## src/rtl/alu_ctrl_pkg.sv

```systemverilog
// Shared EX-stage ALU/MDU encodings: ALU select codes, R-type function codes,
// ALUOp codes and the MDU state/operation types.
package alu_ctrl_pkg;

    localparam logic [3:0] ALU_AND  = 4'b0000;
    localparam logic [3:0] ALU_OR   = 4'b0001;
    localparam logic [3:0] ALU_ADD  = 4'b0010;
    localparam logic [3:0] ALU_SLL  = 4'b0011;
    localparam logic [3:0] ALU_SRL  = 4'b0100;
    localparam logic [3:0] ALU_SRA  = 4'b0101;
    localparam logic [3:0] ALU_SUB  = 4'b0110;
    localparam logic [3:0] ALU_SLT  = 4'b0111;
    localparam logic [3:0] ALU_XOR  = 4'b1010;
    localparam logic [3:0] ALU_NOR  = 4'b1011;
    localparam logic [3:0] ALU_MFHI = 4'b1100;
    localparam logic [3:0] ALU_MFLO = 4'b1101;

    localparam logic [5:0] F_SLL   = 6'd0;
    localparam logic [5:0] F_SRL   = 6'd2;
    localparam logic [5:0] F_SRA   = 6'd3;
    localparam logic [5:0] F_MFHI  = 6'd16;
    localparam logic [5:0] F_MTHI  = 6'd17;
    localparam logic [5:0] F_MFLO  = 6'd18;
    localparam logic [5:0] F_MTLO  = 6'd19;
    localparam logic [5:0] F_ADD   = 6'd32;
    localparam logic [5:0] F_SUB   = 6'd34;
    localparam logic [5:0] F_AND   = 6'd36;
    localparam logic [5:0] F_OR    = 6'd37;
    localparam logic [5:0] F_XOR   = 6'd38;
    localparam logic [5:0] F_NOR   = 6'd39;
    localparam logic [5:0] F_SLT   = 6'd42;
    localparam logic [5:0] F_MULT  = 6'd24;
    localparam logic [5:0] F_MULTU = 6'd25;
    localparam logic [5:0] F_DIV   = 6'd26;
    localparam logic [5:0] F_DIVU  = 6'd27;

    localparam logic [1:0] ALUOP_ADD = 2'b00;
    localparam logic [1:0] ALUOP_SUB = 2'b01;
    localparam logic [1:0] ALUOP_R   = 2'b10;
    localparam logic [1:0] ALUOP_IMM = 2'b11;

    typedef enum logic [1:0] {MD_IDLE, MD_RUN, MD_FIX} md_state_t;

    // Ordering matches funct[1:0] of mult/multu/div/divu.
    typedef enum logic [1:0] {MD_MULT, MD_MULTU, MD_DIV, MD_DIVU} md_op_t;

    function automatic logic is_mdu_funct(input logic [5:0] f);
        return (f inside {F_MFHI, F_MTHI, F_MFLO, F_MTLO, F_MULT, F_MULTU, F_DIV, F_DIVU});
    endfunction

endpackage

```

## src/rtl/md_iter_core.sv

```systemverilog
// Iterative multiply/divide core: one shift-add or restoring shift-subtract step per cycle,
// sign fixup in FIX. MDU_EARLY_TERM_EN enables early termination of multiplies.
module md_iter_core
    import alu_ctrl_pkg::*;
#(
    parameter  int WIDTH = 32,
    localparam int CNT_W = $clog2(WIDTH) + 1
) (
    input  logic             clk,
    input  logic             rst_n,
    input  logic             start,
    input  md_op_t           op,
    input  logic             abort,
    input  logic [WIDTH-1:0] a,
    input  logic [WIDTH-1:0] b,
    output logic             idle,
    output logic             busy,
    output logic             fix,
    output logic             done,
    output logic [WIDTH-1:0] res_hi,
    output logic [WIDTH-1:0] res_lo
);

    md_state_t          state;
    logic [CNT_W-1:0]   cnt;
    logic [WIDTH-1:0]   areg;
    logic [2*WIDTH-1:0] p;
    logic               is_div, neg_q, neg_r, dz;

    logic               signed_op, a_neg, b_neg;
    logic [WIDTH-1:0]   a_mag, b_mag;
    logic [WIDTH:0]     sum, r_sh, diff;
    logic [2*WIDTH-1:0] mul_next, div_next, prod;

    assign signed_op = (op == MD_MULT) || (op == MD_DIV);
    assign a_neg     = signed_op & a[WIDTH-1];
    assign b_neg     = signed_op & b[WIDTH-1];
    assign a_mag     = a_neg ? -a : a;
    assign b_mag     = b_neg ? -b : b;

    // Multiply: p = {accumulator, multiplier}; divide: p = {remainder, quotient/dividend}.
    assign sum      = {1'b0, p[2*WIDTH-1:WIDTH]} + {1'b0, (p[0] ? areg : '0)};
    assign mul_next = {sum, p[WIDTH-1:1]};
    assign r_sh     = {p[2*WIDTH-1:WIDTH], p[WIDTH-1]};
    assign diff     = r_sh - {1'b0, areg};
    assign div_next = diff[WIDTH] ? {r_sh[WIDTH-1:0], p[WIDTH-2:0], 1'b0}
                                  : {diff[WIDTH-1:0], p[WIDTH-2:0], 1'b1};

`ifdef MDU_EARLY_TERM_EN
    logic [WIDTH-1:0] rem_mask;
    logic             early;
    // Low cnt-1 bits of the lower half are the multiplier bits not yet consumed.
    assign rem_mask = (WIDTH'(1) << (cnt - CNT_W'(1))) - WIDTH'(1);
    assign early    = ~is_div & ((mul_next[WIDTH-1:0] & rem_mask) == '0);
`endif

    always_ff @(posedge clk or negedge rst_n) begin
        // NOTE: non-blocking assignments keep every register sampling pre-edge values.
        if (!rst_n) begin
            state  <= MD_IDLE;
            cnt    <= '0;
            areg   <= '0;
            p      <= '0;
            is_div <= 1'b0;
            neg_q  <= 1'b0;
            neg_r  <= 1'b0;
            dz     <= 1'b0;
        end else begin
            case (state)
                MD_IDLE: begin
                    if (start) begin
                        state  <= MD_RUN;
                        cnt    <= CNT_W'(WIDTH);
                        is_div <= op[1];
                        neg_q  <= a_neg ^ b_neg;
                        neg_r  <= a_neg;
                        dz     <= (b == '0);
                        areg   <= op[1] ? b_mag : a_mag;
                        p      <= {{WIDTH{1'b0}}, (op[1] ? a_mag : b_mag)};
                    end
                end
                MD_RUN: begin
                    if (abort) begin
                        state <= MD_IDLE;
                        cnt   <= '0;
                    end else begin
                        p   <= is_div ? div_next : mul_next;
                        cnt <= cnt - CNT_W'(1);
                        if (cnt == CNT_W'(1)) state <= MD_FIX;
`ifdef MDU_EARLY_TERM_EN
                        if (early) begin
                            p     <= mul_next >> (cnt - CNT_W'(1));
                            cnt   <= '0;
                            state <= MD_FIX;
                        end
`endif
                    end
                end
                MD_FIX:  state <= MD_IDLE;
                default: state <= MD_IDLE;
            endcase
        end
    end

    always_comb begin
        // NOTE: defaults first so no path through this block can infer a latch.
        prod   = neg_q ? -p : p;
        res_hi = prod[2*WIDTH-1:WIDTH];
        res_lo = prod[WIDTH-1:0];
        if (is_div) begin
            res_hi = neg_r ? -p[2*WIDTH-1:WIDTH] : p[2*WIDTH-1:WIDTH];
            res_lo = dz ? '1 : (neg_q ? -p[WIDTH-1:0] : p[WIDTH-1:0]);
        end
    end

    assign idle = (state == MD_IDLE);
    assign busy = (state == MD_RUN);
    assign fix  = (state == MD_FIX);
    assign done = fix & ~abort;

endmodule

```

## src/rtl/mdu_alu_control.sv

```systemverilog
// EX-stage ALU control with iterative MDU and HI/LO registers.
// Optional macro MDU_EARLY_TERM_EN: early-terminating multiplies in md_iter_core.
module mdu_alu_control
    import alu_ctrl_pkg::*;
#(
    parameter int WIDTH = 32
) (
    input  logic             clk,
    input  logic             rst_n,
    input  logic [1:0]       alu_op,
    input  logic [5:0]       funct,
    input  logic             valid_in,
    input  logic             flush,
    input  logic [WIDTH-1:0] rs_data,
    input  logic [WIDTH-1:0] rt_data,
    output logic [3:0]       alu_ctrl,
    output logic             md_busy,
    output logic             md_done,
    output logic             stall,
    output logic [WIDTH-1:0] hi,
    output logic [WIDTH-1:0] lo
);

    logic             r_type, is_md, is_mt, md_idle, md_fix, start, mt_accept;
    logic [WIDTH-1:0] res_hi, res_lo;

    always_comb begin
        alu_ctrl = ALU_ADD;
        case (alu_op)
            ALUOP_ADD: alu_ctrl = ALU_ADD;
            ALUOP_SUB: alu_ctrl = ALU_SUB;
            ALUOP_IMM: alu_ctrl = ALU_ADD;
            ALUOP_R: begin
                case (funct)
                    F_SLL:   alu_ctrl = ALU_SLL;
                    F_SRL:   alu_ctrl = ALU_SRL;
                    F_SRA:   alu_ctrl = ALU_SRA;
                    F_ADD:   alu_ctrl = ALU_ADD;
                    F_SUB:   alu_ctrl = ALU_SUB;
                    F_AND:   alu_ctrl = ALU_AND;
                    F_OR:    alu_ctrl = ALU_OR;
                    F_XOR:   alu_ctrl = ALU_XOR;
                    F_NOR:   alu_ctrl = ALU_NOR;
                    F_SLT:   alu_ctrl = ALU_SLT;
                    F_MFHI:  alu_ctrl = ALU_MFHI;
                    F_MFLO:  alu_ctrl = ALU_MFLO;
                    default: alu_ctrl = ALU_ADD;
                endcase
            end
            default:   alu_ctrl = ALU_ADD;
        endcase
    end

    assign r_type    = (alu_op == ALUOP_R);
    assign is_md     = r_type & (funct inside {F_MULT, F_MULTU, F_DIV, F_DIVU});
    assign is_mt     = r_type & ((funct == F_MTHI) | (funct == F_MTLO));
    assign start     = valid_in & ~flush & is_md & md_idle;
    assign mt_accept = valid_in & ~flush & is_mt & md_idle;

    // Only MDU-touching instructions wait; everything else flows past a running op.
    assign stall = valid_in & (md_busy | md_fix) & r_type & is_mdu_funct(funct);

    md_iter_core #(.WIDTH(WIDTH)) u_core (
        .clk    (clk),
        .rst_n  (rst_n),
        .start  (start),
        .op     (md_op_t'(funct[1:0])),
        .abort  (flush),
        .a      (rs_data),
        .b      (rt_data),
        .idle   (md_idle),
        .busy   (md_busy),
        .fix    (md_fix),
        .done   (md_done),
        .res_hi (res_hi),
        .res_lo (res_lo)
    );

    always_ff @(posedge clk or negedge rst_n) begin
        if (!rst_n) begin
            hi <= '0;
            lo <= '0;
        end else if (md_done) begin
            hi <= res_hi;
            lo <= res_lo;
        end else if (mt_accept) begin
            if (funct == F_MTHI) hi <= rs_data;
            else                 lo <= rs_data;
        end
    end

endmodule

```

## config.mk

```make
export PLATFORM = sky130hd
export DESIGN_NAME = mdu_alu_control
export DESIGN_NICKNAME = d
export VERILOG_FILES = /design/src/rtl/alu_ctrl_pkg.sv /design/src/rtl/md_iter_core.sv /design/src/rtl/mdu_alu_control.sv
export SDC_FILE = /design/constraint.sdc
export NUM_CORES = 1
export LEC_CHECK = 0
export ABC_AREA = 1
export BUFFER_PORTS_ARGS = -buffer_cell sky130_fd_sc_hd__buf_4
export CAP_MARGIN = 20
export CORE_AREA = 2 2 230 345
export CTS_CLUSTER_DIAMETER = 200
export DETAILED_ROUTE_END_ITERATION = 10
export DIE_AREA = 0 0 232 347
export HOLD_SLACK_MARGIN = 0.02
export PLACE_DENSITY_LB_ADDON = 0.1
export SLEW_MARGIN = 20
export SYNTH_ARGS = -nofsm -noshare
export SYNTH_HDL_FRONTEND = slang
export SYNTH_HIERARCHICAL = 1
export SYNTH_SLANG_ARGS = --single-unit
```

## constraint.sdc

```tcl
create_clock -name clk -period 3.5 [get_ports clk]
set_input_delay 0.175 -clock clk [delete_from_list [all_inputs] [get_ports clk]]
set_output_delay 0.175 -clock clk [all_outputs]
set_load 0.05 [all_outputs]
```

==> metrics.md, run 1 <==
| Metric | Value |
|---|---|
| Outcome | complete, no violations |
| Critical-path cell with the highest stage delay | sky130_fd_sc_hd__dlygate4sd3_1 |
| Number of clock buffers inserted by TritonCTS | 17 |
| Arrival time worst endpoint | 3560 ps |
| Crit path from | u_core/state[0] |
| Ant diodes | 0 |
| Area of the die | 80500 um^2 |
| Via-to-Cell Ratio | 4.89 |
| Number of instances in the synthesized netlist | 3345 |
| Reg2Reg Setup Slack | 390 ps |
| TritonCTS clock tree | built |
| Std cell rows | 125 |
| Final clock period utilization by the worst path | 88.7% |
| Setup repair after global routing missed its margin | no |
| Floorplan die height | 347 um |
| Yosys warns | 6 |
| Post-synthesis to final-layout area growth | 15.7% |
| Post-synth design cell area | 19200 um^2 |
| Relative slew slack | 30.5% |
| Number of DRC violations after detailed routing | 0 |
| Final standard cell count with taps included and fillers excluded | 4504 |
| Final setup violating endpoints | 0 |
| Pre-antenna DRT Iters | 5 |
| FFs w/ async S/R, synth | 100% |
| Global-route total usage across every layer | 25.3% |
| Number of enable flip-flop cells after synthesis | 0 |
| Worst IR Drop VDD | 0.441 mV |
| Destination of the worst register-to-register timing path | u_core/dz |
| Register clock-pin slew on the reported worst setup and hold paths | 80 ps |
| Final wirelength | 103 mm |
| Initial antenna violation count | 0 |
| Shortest clock period the worst path allows after layout | 3110 ps |
| R2R Path Start | u_core/state[0] |
| Global route overflow | 0 |
| Hold-fix buffers, CTS | 6 |
| Critical Path Max Stage Delay | 590 ps |
| Final GP Congestion | 0.919 |
| Worst hold path class | input pin to flop |
| Unique cell type count in the Yosys netlist | 55 |
| Floorplan die width | 232 um |
| Number of storage elements in the synthesis netlist | 172 |
| Highest achievable clock rate | 0.322 GHz |
| Endpoint class of the critical path | flop |
| Wire length of the first global-routing pass | 147 mm |
| Number of DRC violations after detailed-routing iteration 0 | 1510 |
| Number of I/O port buffers | 146 |
| Maximum Capacitance Violations | 0 |
| Dpl ws | 380 ps |
| Crit Path Max Fanout | 28 |
| Crit-path cells | nor2_1 > inv_1 > nor3_4 > and3_1 > nand2_1 > inv_1 > buf_4 > nand4_1 > o41ai_1 > dlygate4sd3_1 |
| Pwr Density | 361 nW/um^2 |
| Critical setup path kind | flop to flop |
| Crit start category | flop |
| Total setup buffers inserted after CTS | 0 |
| Proportion of layout cells with a drive suffix above 1 | 9.69% |
| Initial Utilization | 24.8% |
| H-tree depth reported by CTS | 4 |
| Avg Inst Size Synth | 5.74 um^2 |
| Total count of hold-check failures in the final report | 0 |
| Number of instances on the worst hold path | 4 |
| Count of vias placed by the detailed router | 22000 |
| Share of the synthesized area in the top cell type | 23.3% |
| Layout Skew | 13.3 ps |
| Buffer type at the clock tree root | sky130_fd_sc_hd__clkbuf_16 |
| Number of gates resized after cts | 0 |
| Fill cell total of the finished layout | 9001 |
| Sum of negative setup slack | 0 ps |
| DRT antenna net count | 0 |
| Maximum number of pins on one net before global-route repair | 79 |
| Dominant cell type by area after synthesis | sky130_fd_sc_hd__nand2_1 |
| Boundary Pins | 147 |
| Net count after synthesis | 3495 |
| Sequential-to-total area share from yosys stat | 22.4% |
| Post-detailed-placement cell area | 21600 um^2 |
| Cell type with the highest occurrence count on the critical path | sky130_fd_sc_hd__inv_1 |
| Number of cells after detailed placement | 4466 |
| Number of pins with negative max-slew slack in the final report | 0 |
| Maximum clock insertion buffer count | 2 |
| Clk Latency, worst-skew pair | 520 ps |
| Req. time, crit path | 3960 ps |
| Capture point of the critical path | u_core/dz |
| Average wire per standard cell | 22.8 um |
| Worst-margin pin slew | 1030 ps |
| Post-Layout Inst Area | 22200 um^2 |
| Post-DP HPWL | 85.7 mm |
| Leak Pwr | 11.9 nW |
| Top cells by area in the synthesized netlist | sky130_fd_sc_hd__nand2_1 23%, sky130_fd_sc_hd__dfrtp_1 22%, sky130_fd_sc_hd__inv_1 8.6% |
| Core box area | 77400 um^2 |
| Final worst setup slack | 395 ps |
| Most used flip-flop cell after synthesis | sky130_fd_sc_hd__dfrtp_1 |
| Vias in the first global route | 21600 |
| Cells on worst reg2reg path | 10 |
| Clock sink total | 172 |
| Final-stage net count | 3625 |
sequential cells by signal, indices dropped and copies added, names as in the netlist:
| name | flops |
|---|---|
| hi | 32 |
| lo | 32 |
| u_core/areg | 32 |
| u_core/cnt | 6 |
| u_core/dz | 1 |
| u_core/is_div | 1 |
| u_core/neg_q | 1 |
| u_core/neg_r | 1 |
| u_core/p | 64 |
| u_core/state | 2 |
logic make-up (layout without fill, tap and decap cells):
kind of cell / after synthesis / after routing / share of synthesized area, %
AND/OR/NAND/NOR: 1988 / 1988 / 43.5
XOR/XNOR: 93 / 93 / 4.25
flip-flops: 172 / 172 / 22.4
AO/OA/AOI/OAI: 445 / 445 / 13.0
adder cells (fa/ha/maj): 74 / 74 / 4.90
buffers and inverters: 573 / 716 / 11.9
worst max-delay path, delay by kind of cell, from the launching register on:
kind | cells | cell delay (ps)
buffers and inverters | 4 | 1210
AND/OR/NAND/NOR | 5 | 1070
flip-flops | 1 | 430
AO/OA/AOI/OAI | 1 | 320
stage by stage:
step	total power, mW	hold WS [ps]	utilization [%]
2_1_floorplan	4.63	-121	-
3_3_place_gp	6.13	296	27.9
3_5_place_dp	6.11	285	27.9
4_1_cts	8.10	42.9	28.7
5_1_grt	8.51	76.0	28.7
6_report	8.01	82.0	28.7
how the worst min path moves through the flow:
stage	from	to	slack, ps
global placement	rst_n	u_core/cnt[2]	300
detailed placement	rst_n	u_core/cnt[2]	290
finish	rt_data[7]	u_core/areg[7]	80
global route	rt_data[7]	u_core/areg[7]	80
floorplan	rst_n	hi[0]	-120
CTS	rt_data[11]	u_core/areg[11]	40
cell type report:
| class | instances | area (um^2) | area share [%] |
|---|---|---|---|
| Timing Repair Buffer | 232 | 1760 | 7.94 |
| Sequential cell | 172 | 4310 | 19.4 |
| Tap cell | 1016 | 1270 | 5.73 |
| Clock inverter | 12 | 90.1 | 0.406 |
| Multi-Input combinational cell | 2600 | 12600 | 56.8 |
| Inverter | 452 | 1700 | 7.65 |
| Clock buffer | 20 | 457 | 2.06 |
per-layer routing:
| metal | vias up | part of all wire (%) | wire, um | track usage (%) |
|---|---|---|---|---|
| met5 | - | 0 | 0 | 0 |
| met2 | 563 | 52 | 53000 | 46.3 |
| met3 | 193 | 3.2 | 3320 | 2.87 |
| li1 | 10900 | - | - | - |
| met4 | 0 | 8.3 | 8510 | 18.5 |
| met1 | 10300 | 37 | 37600 | 26.4 |
where the power goes:
group | total, mW | switching [mW] | internal (mW)
combinational | 3.57 | 2.51 | 1.06
sequential | 2.51 | 0.305 | 2.20
clock | 1.94 | 0.992 | 0.946
cell usage in the layout, fill, tap and decap left out, types with 15 or more instances in the layout:
cell type / instances
sky130_fd_sc_hd__nand3b_1: 15
sky130_fd_sc_hd__a31oi_1: 16
sky130_fd_sc_hd__buf_4: 225
sky130_fd_sc_hd__nor3_1: 39
sky130_fd_sc_hd__a21oi_1: 147
sky130_fd_sc_hd__nand3_1: 324
sky130_fd_sc_hd__ha_1: 72
sky130_fd_sc_hd__o21ai_0: 175
sky130_fd_sc_hd__nand4_1: 34
sky130_fd_sc_hd__dfrtp_1: 170
sky130_fd_sc_hd__nand2_2: 17
sky130_fd_sc_hd__xor2_1: 63
sky130_fd_sc_hd__nand2_1: 1193
sky130_fd_sc_hd__clkbuf_16: 17
sky130_fd_sc_hd__o211ai_1: 32
sky130_fd_sc_hd__nor2_1: 311
sky130_fd_sc_hd__xnor2_1: 30
sky130_fd_sc_hd__o21ai_1: 17
sky130_fd_sc_hd__inv_1: 438
synth_stat cells (3+ instances only):
| cell type | count |
|---|---|
| sky130_fd_sc_hd__o21ai_1 | 17 |
| sky130_fd_sc_hd__buf_4 | 4 |
| sky130_fd_sc_hd__and3_1 | 5 |
| sky130_fd_sc_hd__nand2_1 | 1193 |
| sky130_fd_sc_hd__o21a_1 | 4 |
| sky130_fd_sc_hd__o21ai_0 | 175 |
| sky130_fd_sc_hd__buf_6 | 10 |
| sky130_fd_sc_hd__a21oi_1 | 147 |
| sky130_fd_sc_hd__nand3_2 | 3 |
| sky130_fd_sc_hd__nor2_2 | 12 |
| sky130_fd_sc_hd__o221ai_1 | 13 |
| sky130_fd_sc_hd__nand4_1 | 34 |
| sky130_fd_sc_hd__nor2_4 | 4 |
| sky130_fd_sc_hd__nand2_2 | 17 |
| sky130_fd_sc_hd__a21o_1 | 3 |
| sky130_fd_sc_hd__nor2_1 | 312 |
| sky130_fd_sc_hd__or2_2 | 10 |
| sky130_fd_sc_hd__a22oi_1 | 10 |
| sky130_fd_sc_hd__nand3b_1 | 15 |
| sky130_fd_sc_hd__o31ai_1 | 4 |
| sky130_fd_sc_hd__o21ai_2 | 4 |
| sky130_fd_sc_hd__buf_1 | 24 |
| sky130_fd_sc_hd__inv_1 | 439 |
| sky130_fd_sc_hd__o211ai_1 | 32 |
| sky130_fd_sc_hd__nand2_4 | 3 |
| sky130_fd_sc_hd__a21oi_2 | 4 |
| sky130_fd_sc_hd__xnor2_1 | 30 |
| sky130_fd_sc_hd__dfrtp_1 | 172 |
| sky130_fd_sc_hd__buf_2 | 30 |
| sky130_fd_sc_hd__nand3_1 | 324 |
| sky130_fd_sc_hd__ha_1 | 72 |
| sky130_fd_sc_hd__nor4_1 | 6 |
| sky130_fd_sc_hd__o21bai_1 | 9 |
| sky130_fd_sc_hd__a31oi_1 | 16 |
| sky130_fd_sc_hd__nor3_1 | 40 |
| sky130_fd_sc_hd__inv_2 | 11 |
| sky130_fd_sc_hd__xor2_1 | 63 |
| sky130_fd_sc_hd__clkbuf_1 | 53 |
(Power assumes the default switching activity.)
==> inputs of run 2 (changes only) <==
==> constraint.sdc (replaced) <==
create_clock -name clk -period 2.9 [get_ports clk]
set_input_delay 0.145 -clock clk [delete_from_list [all_inputs] [get_ports clk]]
set_output_delay 0.145 -clock clk [all_outputs]
set_load 0.05 [all_outputs]
==> metrics.md, run 2 (synthesized netlist as in run 1, its figures left out) <==
| Metric | Value |
|---|---|
| Clock sink total | 172 (unchanged) |
| Wire length of the first global-routing pass | 145 mm (-1.1%) |
| Power after layout | 9.71 mW (+21%) |
| Initial Utilization | 24.8% (unchanged) |
| Global-route total usage across every layer | 25.0% (-0.29 points) |
| Startpoint of the lowest-slack hold path | rt_data[7] |
| Arrival time worst endpoint | 3130 ps (-430 ps) |
| Pwr Density | 432 nW/um^2 (+20%) |
| Number of I/O port buffers | 146 (unchanged) |
| Number of DRC violations after detailed-routing iteration 0 | 1413 (-6.4%) |
| Critical Path Max Stage Delay | 730 ps (+140 ps) |
| H-tree depth reported by CTS | 4 (unchanged) |
| Average wire per standard cell | 22.6 um (-0.65%) |
| Number of instances on the worst hold path | 4 (unchanged) |
| Critical-path cell with the highest stage delay | sky130_fd_sc_hd__dfrtp_1 |
| Worst IR Drop VDD | 0.526 mV (+19%) |
| Buffer type at the clock tree root | sky130_fd_sc_hd__clkbuf_16 |
| DRT antenna net count | 0 (unchanged) |
| Std cell rows | 125 (unchanged) |
| Setup repair after global routing missed its margin | yes |
| TritonCTS clock tree | built |
| Destination of the worst register-to-register timing path | u_core/p[53] |
| Final clock period utilization by the worst path | 93.9% (+5.2 points) |
| Shortest clock period the worst path allows after layout | 2720 ps (-381 ps) |
| Proportion of layout cells with a drive suffix above 1 | 10.6% (+0.94 points) |
| Outcome | complete, no violations |
| Number of pins with negative max-slew slack in the final report | 0 (unchanged) |
| Core box area | 77400 um^2 (unchanged) |
| Final worst setup slack | 176 ps (-219 ps) |
| Req. time, crit path | 3300 ps (-660 ps) |
| Final standard cell count with taps included and fillers excluded | 4526 (+0.49%) |
| Worst hold path class | input pin to flop |
| Most common cell after layout, fill and taps aside | sky130_fd_sc_hd__nand2_1 |
| Area of the die | 80500 um^2 (unchanged) |
| Post-synthesis to final-layout area growth | 17.2% |
| Leak Pwr | 12.1 nW (+1.1%) |
| Crit-path cells | ha_1 > nand2_2 > inv_1 > nand2_1 > nand2_1 > a21oi_1 > nand2_2 > nand2_2 > nand2_2 > nand2_1 > nand2_2 > buf_12 > nand3_1 > nand3_1 > nand2_1 > nand2_1 |
| Number of DRC violations after detailed routing | 0 (unchanged) |
| Maximum number of pins on one net before global-route repair | 78 (-1.3%) |
| Worst Hold End | u_core/areg[7] |
| Reg2Reg Setup Slack | 180 ps (-220 ps) |
| Buf/Inv on CP | 2 (-2) |
| Clk Latency, worst-skew pair | 500 ps (-20 ps) |
| Floorplan die height | 347 um (unchanged) |
| Global route overflow | 0 (unchanged) |
| Crit Path Max Fanout | 16 (-43%) |
| Endpoint class of the critical path | flop |
| Maximum Capacitance Violations | 0 (unchanged) |
| Dpl ws | 114 ps (-265 ps) |
| Highest achievable clock rate | 0.367 GHz (+14%) |
| Final setup violating endpoints | 0 (unchanged) |
| Floorplan die width | 232 um (unchanged) |
| Relative slew slack | 48.2% (+18 points) |
| Final-stage net count | 3646 (+0.58%) |
| Pre-antenna DRT Iters | 5 (unchanged) |
| Number of cells after detailed placement | 4487 (+0.47%) |
| Most flop-heavy register | u_core/p |
| Via-to-Cell Ratio | 4.84 (-1.0%) |
| Layout Skew | 17.2 ps (+3.93 ps) |
| Register clock-pin slew on the reported worst setup and hold paths | 80 ps (about the same) |
| Cells on worst reg2reg path | 16 (+6) |
| Critical setup path kind | flop to flop |
| Number of clock buffers inserted by TritonCTS | 17 (unchanged) |
| Vias in the first global route | 21700 (+0.042%) |
| Max FFs per register | 64 (unchanged) |
| Worst-margin pin slew | 776 ps (-255 ps) |
| Commonest cells after routing, fill and taps aside | 1193 x sky130_fd_sc_hd__nand2_1, 437 x sky130_fd_sc_hd__inv_1, 324 x sky130_fd_sc_hd__nand3_1 |
| Maximum clock insertion buffer count | 2 (unchanged) |
| Initial antenna violation count | 0 (unchanged) |
| Boundary Pins | 147 (unchanged) |
| R2R Path Start | u_core/p[45] |
| Post-DP HPWL | 85.3 mm (-0.50%) |
| Final GP Congestion | 0.942 (+2.5%) |
| Crit start category | flop |
| Count of vias placed by the detailed router | 21900 (-0.54%) |
| Final wirelength | 102 mm (-0.16%) |
| Total count of hold-check failures in the final report | 0 (unchanged) |
| Dominant delay contributor by cell family on the critical path | simple AND/OR/NAND/NOR gates |
run 2: metal layers:
metal	up-vias	global-route usage (%)	share of wire, %	wire [um]
met5	-	0	0	0
met4	0	17.9	8.1	8240
met1	10200	26.0	37	37600
met3	184	2.55	2.8	2860
li1	11000	-	-	-
met2	543	46.4	52	53600
run 2: worst register-to-register path, stage by stage (launching register included):
cell                      delay [ps]
sky130_fd_sc_hd__dfrtp_1         730
sky130_fd_sc_hd__ha_1            400
sky130_fd_sc_hd__nand2_2         130
sky130_fd_sc_hd__inv_1            50
sky130_fd_sc_hd__nand2_1          50
sky130_fd_sc_hd__nand2_1          70
sky130_fd_sc_hd__a21oi_1         150
sky130_fd_sc_hd__nand2_2         110
sky130_fd_sc_hd__nand2_2          90
sky130_fd_sc_hd__nand2_2          60
sky130_fd_sc_hd__nand2_1          70
sky130_fd_sc_hd__nand2_2          90
sky130_fd_sc_hd__buf_12          170
sky130_fd_sc_hd__nand3_1         180
sky130_fd_sc_hd__nand3_1         140
sky130_fd_sc_hd__nand2_1         100
sky130_fd_sc_hd__nand2_1          50
run 2: area by class of cell:
type / instances / area (um^2)
multi-input cells: 2600 / 12600
fillers: 9054 / 54900
inverters: 452 / 1700
clock buffers: 20 / 457
flip-flops and latches: 172 / 4310
well taps: 1016 / 1270
repair buffers: 253 / 2010
clock inverters: 12 / 88.8
diodes: 1 / 2.50
run 2: how the worst max path moves through the flow:
stage,slack (ps),start,depth (start not counted),to
floorplan,280,u_core/state[0],6,hi[10]
global placement,80,u_core/p[0],14,u_core/p[62]
detailed placement,110,u_core/areg[19],17,u_core/p[39]
CTS,70,u_core/state[0],10,u_core/dz
global route,-3,u_core/p[0],18,u_core/p[52]
finish,180,u_core/p[45],16,u_core/p[53]
run 2: repair_timing:
action	4_1_cts	5_1_grt
setup buffers	0	1
endpoints found under the setup margin	0	27
hold endpoints to repair	74	0
gates resized for setup	0	14
hold buffers	4	0
run 2: per-stage QoR:
step	util, %	hold WS, ps	setup TNS [ps]	area [um^2]
after global routing	29.0	64.6	-3.47	22500
after detailed placement	28.2	270	0	21800
after CTS	28.9	32.1	0	22400
final	29.0	68.6	0	22500
after floorplan	-	-151	0	19200
after global placement	28.2	285	0	21800
run 2: power breakdown:
| part | switching [mW] | total, mW | internal (mW) |
|---|---|---|---|
| clock | 1.18 | 2.32 | 1.14 |
| combinational | 2.98 | 4.32 | 1.34 |
| sequential | 0.409 | 3.07 | 2.66 |
==> inputs of run 3 (changes only) <==
--- a/config.mk
+++ b/config.mk
@@ -8,14 +8,13 @@
 export ABC_AREA = 1
 export BUFFER_PORTS_ARGS = -buffer_cell sky130_fd_sc_hd__buf_4
 export CAP_MARGIN = 20
-export CORE_AREA = 2 2 230 345
+export CORE_AREA = 2 2 227 340
 export CTS_CLUSTER_DIAMETER = 200
 export DETAILED_ROUTE_END_ITERATION = 10
-export DIE_AREA = 0 0 232 347
+export DIE_AREA = 0 0 229 342
 export HOLD_SLACK_MARGIN = 0.02
 export PLACE_DENSITY_LB_ADDON = 0.1
 export SLEW_MARGIN = 20
 export SYNTH_ARGS = -nofsm -noshare
 export SYNTH_HDL_FRONTEND = slang
-export SYNTH_HIERARCHICAL = 1
 export SYNTH_SLANG_ARGS = --single-unit
==> metrics.md, run 3 <==
| Metric | Value |
|---|---|
| Shortest clock period the worst path allows after layout | 2750 ps (+20.9 ps) |
| Final worst setup slack | 155 ps (-20.9 ps) |
| Cell type with the highest occurrence count on the critical path | sky130_fd_sc_hd__nand2_1 |
| DRT antenna net count | 0 (unchanged) |
| Buf/Inv on CP | 0 (-2) |
| Startpoint of the lowest-slack hold path | rs_data[2] |
| Layout Utilization | 29.6% (+0.56 points) |
| Post-Layout Inst Area | 22400 um^2 (-0.32%) |
| Final wirelength | 106 mm (+3.3%) |
| Post-synthesis compound-gate area fraction | 15.3% (+2.3 points) |
| Number of storage elements in the synthesis netlist | 172 (unchanged) |
| Core box area | 75700 um^2 (-2.2%) |
| Number of cells after detailed placement | 4445 (-0.94%) |
| Worst hold path class | input pin to flop |
| Sequential-to-total area share from yosys stat | 23.1% (+0.64 points) |
| Yosys warns | 0 (-6) |
| R2R Path Start | u_core.p[33] |
| Destination of the worst register-to-register timing path | u_core.p[59] |
| Post-synth design cell area | 18700 um^2 (-2.8%) |
| Net count after synthesis | 3413 (-2.3%) |
| Relative slew slack | 46.8% (-1.5 points) |
| Top cells by area in the synthesized netlist | sky130_fd_sc_hd__dfrtp_1 23%, sky130_fd_sc_hd__nand2_1 22%, sky130_fd_sc_hd__inv_1 9.3% |
| Main combinational cell family by area after synthesis | simple AND/OR/NAND/NOR gates |
| Worst Hold End | lo[2] |
| Adder-Cell Fraction of Synth Area | 5.24% (+0.34 points) |
| Cells on worst reg2reg path | 14 (-2) |
| Unique cell type count in the Yosys netlist | 51 (-7.3%) |
| Final setup violating endpoints | 0 (unchanged) |
| Number of DRC violations after detailed routing | 0 (unchanged) |
| Share of the synthesized area in the top cell type | 23.1% (-0.27 points) |
| Most common cell after layout, fill and taps aside | sky130_fd_sc_hd__nand2_1 |
| Max FFs per register | 64 (unchanged) |
| Post-synthesis mux area share | 0% (unchanged) |
| Proportion of layout cells with a drive suffix above 1 | 10.4% (-0.19 points) |
| Reg2Reg Setup Slack | 150 ps (-20 ps) |
| Maximum Capacitance Violations | 0 (unchanged) |
| Pre-antenna DRT Iters | 6 (+1) |
| Initial antenna violation count | 1 (+1) |
| Crit start category | flop |
| Final GP Congestion | 0.963 (+2.3%) |
| Clock sink total | 172 (unchanged) |
| Critical setup path kind | flop to flop |
| Number of clock buffers inserted by TritonCTS | 17 (unchanged) |
| Setup repair after global routing missed its margin | no |
| Leak Pwr | 11.9 nW (-0.91%) |
| Number of DRC violations after detailed-routing iteration 0 | 1422 (+0.64%) |
| Most frequent cell after synthesis | sky130_fd_sc_hd__nand2_1 |
| Dominant delay contributor by cell family on the critical path | simple AND/OR/NAND/NOR gates |
| Maximum number of pins on one net before global-route repair | 69 (-12%) |
| Buffer type at the clock tree root | sky130_fd_sc_hd__clkbuf_16 |
| Commonest cells after routing, fill and taps aside | 1085 x sky130_fd_sc_hd__nand2_1, 462 x sky130_fd_sc_hd__inv_1, 324 x sky130_fd_sc_hd__nand3_1 |
| Post-DP HPWL | 88.8 mm (+4.2%) |
| Hold slack | 39.0 ps (-29.6 ps) |
| Via-to-Cell Ratio | 4.95 (+2.3%) |
| Number of instances on the worst hold path | 3 (-1) |
| Global-route total usage across every layer | 26.8% (+1.8 points) |
| Total count of hold-check failures in the final report | 0 (unchanged) |
| Register clock-pin slew on the reported worst setup and hold paths | 80 ps (about the same) |
| Dpl ws | 136 ps (+21.7 ps) |
| TritonCTS clock tree | built |
| Layout Skew | 24.9 ps (+7.67 ps) |
| Number of enable flip-flop cells after synthesis | 0 (unchanged) |
| Endpoint class of the critical path | flop |
| Number of I/O port buffers | 146 (unchanged) |
| Count of vias placed by the detailed router | 22200 (+1.4%) |
| Area of the die | 78300 um^2 (-2.7%) |
| Clk Latency, worst-skew pair | 510 ps (about the same) |
| Number of pins with negative max-slew slack in the final report | 0 (unchanged) |
| Boundary Pins | 147 (unchanged) |
| Avg Inst Size Synth | 5.72 um^2 (-0.22%) |
| Worst IR Drop VDD | 0.526 mV (+0.11%) |
| Final-stage net count | 3618 (-0.77%) |
| Average wire per standard cell | 23.5 um (+4.1%) |
| H-tree depth reported by CTS | 4 (unchanged) |
| Power after layout | 20.1 mW (+110%) |
| Post-detailed-placement cell area | 21700 um^2 (-0.72%) |
| Most numerous cell types in the synthesized netlist | 1086 x sky130_fd_sc_hd__nand2_1, 464 x sky130_fd_sc_hd__inv_1, 324 x sky130_fd_sc_hd__nand3_1, 323 x sky130_fd_sc_hd__nor2_1, 205 x sky130_fd_sc_hd__o21ai_0 |
| Final clock period utilization by the worst path | 94.7% (+0.72 points) |
| Number of instances in the synthesized netlist | 3260 (-2.5%) |
| FFs w/ async S/R, synth | 100% (unchanged) |
| Floorplan die height | 342 um (-1.4%) |
| Req. time, crit path | 3280 ps (-20 ps) |
| Arrival time worst endpoint | 3130 ps (about the same) |
| Synthesized-area fraction occupied by and/or/nand/nor cells | 41.4% (-2.1 points) |
| Final standard cell count with taps included and fillers excluded | 4489 (-0.82%) |
| Fill cell total of the finished layout | 8928 (-1.4%) |
| Crit-path cells | ha_1 > nand2_1 > nand3_1 > nand2_1 > nand2_1 > nand2_1 > nand2_1 > nand2_1 > nand3_1 > nand2_1 > nand2_1 > nand3_1 > nand2_1 > nand2_1 |
| Dominant cell type by area after synthesis | sky130_fd_sc_hd__dfrtp_1 |
| Pwr Density | 897 nW/um^2 (+110%) |
| Outcome | complete, no violations |
| Vias in the first global route | 22500 (+4.1%) |
| Critical-path cell with the highest stage delay | sky130_fd_sc_hd__dfrtp_1 |
| Global route overflow | 0 (unchanged) |
| Maximum clock insertion buffer count | 2 (unchanged) |
| Floorplan die width | 229 um (-1.3%) |
| Sum of negative setup slack | 0 ps (unchanged) |
| Post-synthesis to final-layout area growth | 20.2% |
| Initial Utilization | 24.6% (-0.14 points) |
| Critical Path Max Stage Delay | 490 ps (-240 ps) |
| Worst-margin pin slew | 790 ps (+13.7 ps) |
| Crit Path Max Fanout | 6 (-10) |
| Most flop-heavy register | u_core.p |
| Xor and xnor area share after synthesis | 2.82% (-1.4 points) |
| Highest achievable clock rate | 0.364 GHz (-0.76%) |
| Most used flip-flop cell after synthesis | sky130_fd_sc_hd__dfrtp_1 |
| Wire length of the first global-routing pass | 152 mm (+4.6%) |
| Std cell rows | 124 (-0.80%) |
[run 3: changes by cell type after synthesis, sizes merged, moves of 16 or more]
cell    before   now
buf         68    45
inv        450   471
nand2     1213  1093
o211ai      32    62
o21ai      196   222
o21bai       9    25
xor2        63    44
[run 3: worst max-delay path by stage]
stage                       startpoint  slack, ps            to  cells past startpoint
after global placement     u_core.p[0]        110  u_core.p[63]                     15
after CTS                  u_core.p[0]        100  u_core.p[63]                     15
after floorplan            u_core.p[0]        460  u_core.p[47]                     17
after global routing       u_core.p[0]          1  u_core.p[60]                     15
after detailed placement   u_core.p[0]        140  u_core.p[63]                     15
final                     u_core.p[33]        150  u_core.p[59]                     14
[run 3: cell families after synthesis]
family | Yosys count
xor gates and xnor gates | 60
buffers and inverters | 579
adders and majority gates | 77
DFF | 172
and+or+nand+nor | 1866
AOI/OAI and AO/OA | 506
[run 3: repair_timing]
item / in CTS / in global routing
buffers inserted: 0 / 3
setup endpoints to repair: 0 / 29
resized for setup: 0 / 13
hold buffers: 6 / 0
endpoints found under the hold margin: 68 / 0
[run 3: cell type report]
| cell class | count | area, um^2 | area share (%) |
|---|---|---|---|
| diodes | 3 | 7.51 | 0.0335 |
| clock buffers | 17 | 425 | 1.90 |
| clock inverters | 15 | 198 | 0.882 |
| inverters | 476 | 1790 | 7.98 |
| multi-input cells | 2509 | 12100 | 54.1 |
| flip-flops and latches | 172 | 4310 | 19.2 |
| well taps | 1008 | 1260 | 5.63 |
| repair buffers | 289 | 2290 | 10.2 |
[run 3: routing by layer]
| layer | routed length [um] | part of all wire (%) | track usage (%) |
|---|---|---|---|
| met2 | 54100 | 51 | 49.0 |
| met5 | 0 | 0 | 0 |
| met1 | 39200 | 37 | 28.4 |
| met4 | 9420 | 8.9 | 20.6 |
| met3 | 2990 | 2.8 | 2.26 |
[run 3: report_power, final]
part,switching [mW],leakage [nW],internal (mW)
registers,0.905,2.13,3.18
clock network,1.35,0.296,1.25
logic,9.31,9.53,4.09
total,11.6,11.9,8.53
[run 3: worst reg2reg max path: cells and delay by family (launching register included)]
family                   cells  cell delay, ps
adder cells (fa/ha/maj)      1             470
flip-flops                   1             490
AND/OR/NAND/NOR             13            1700
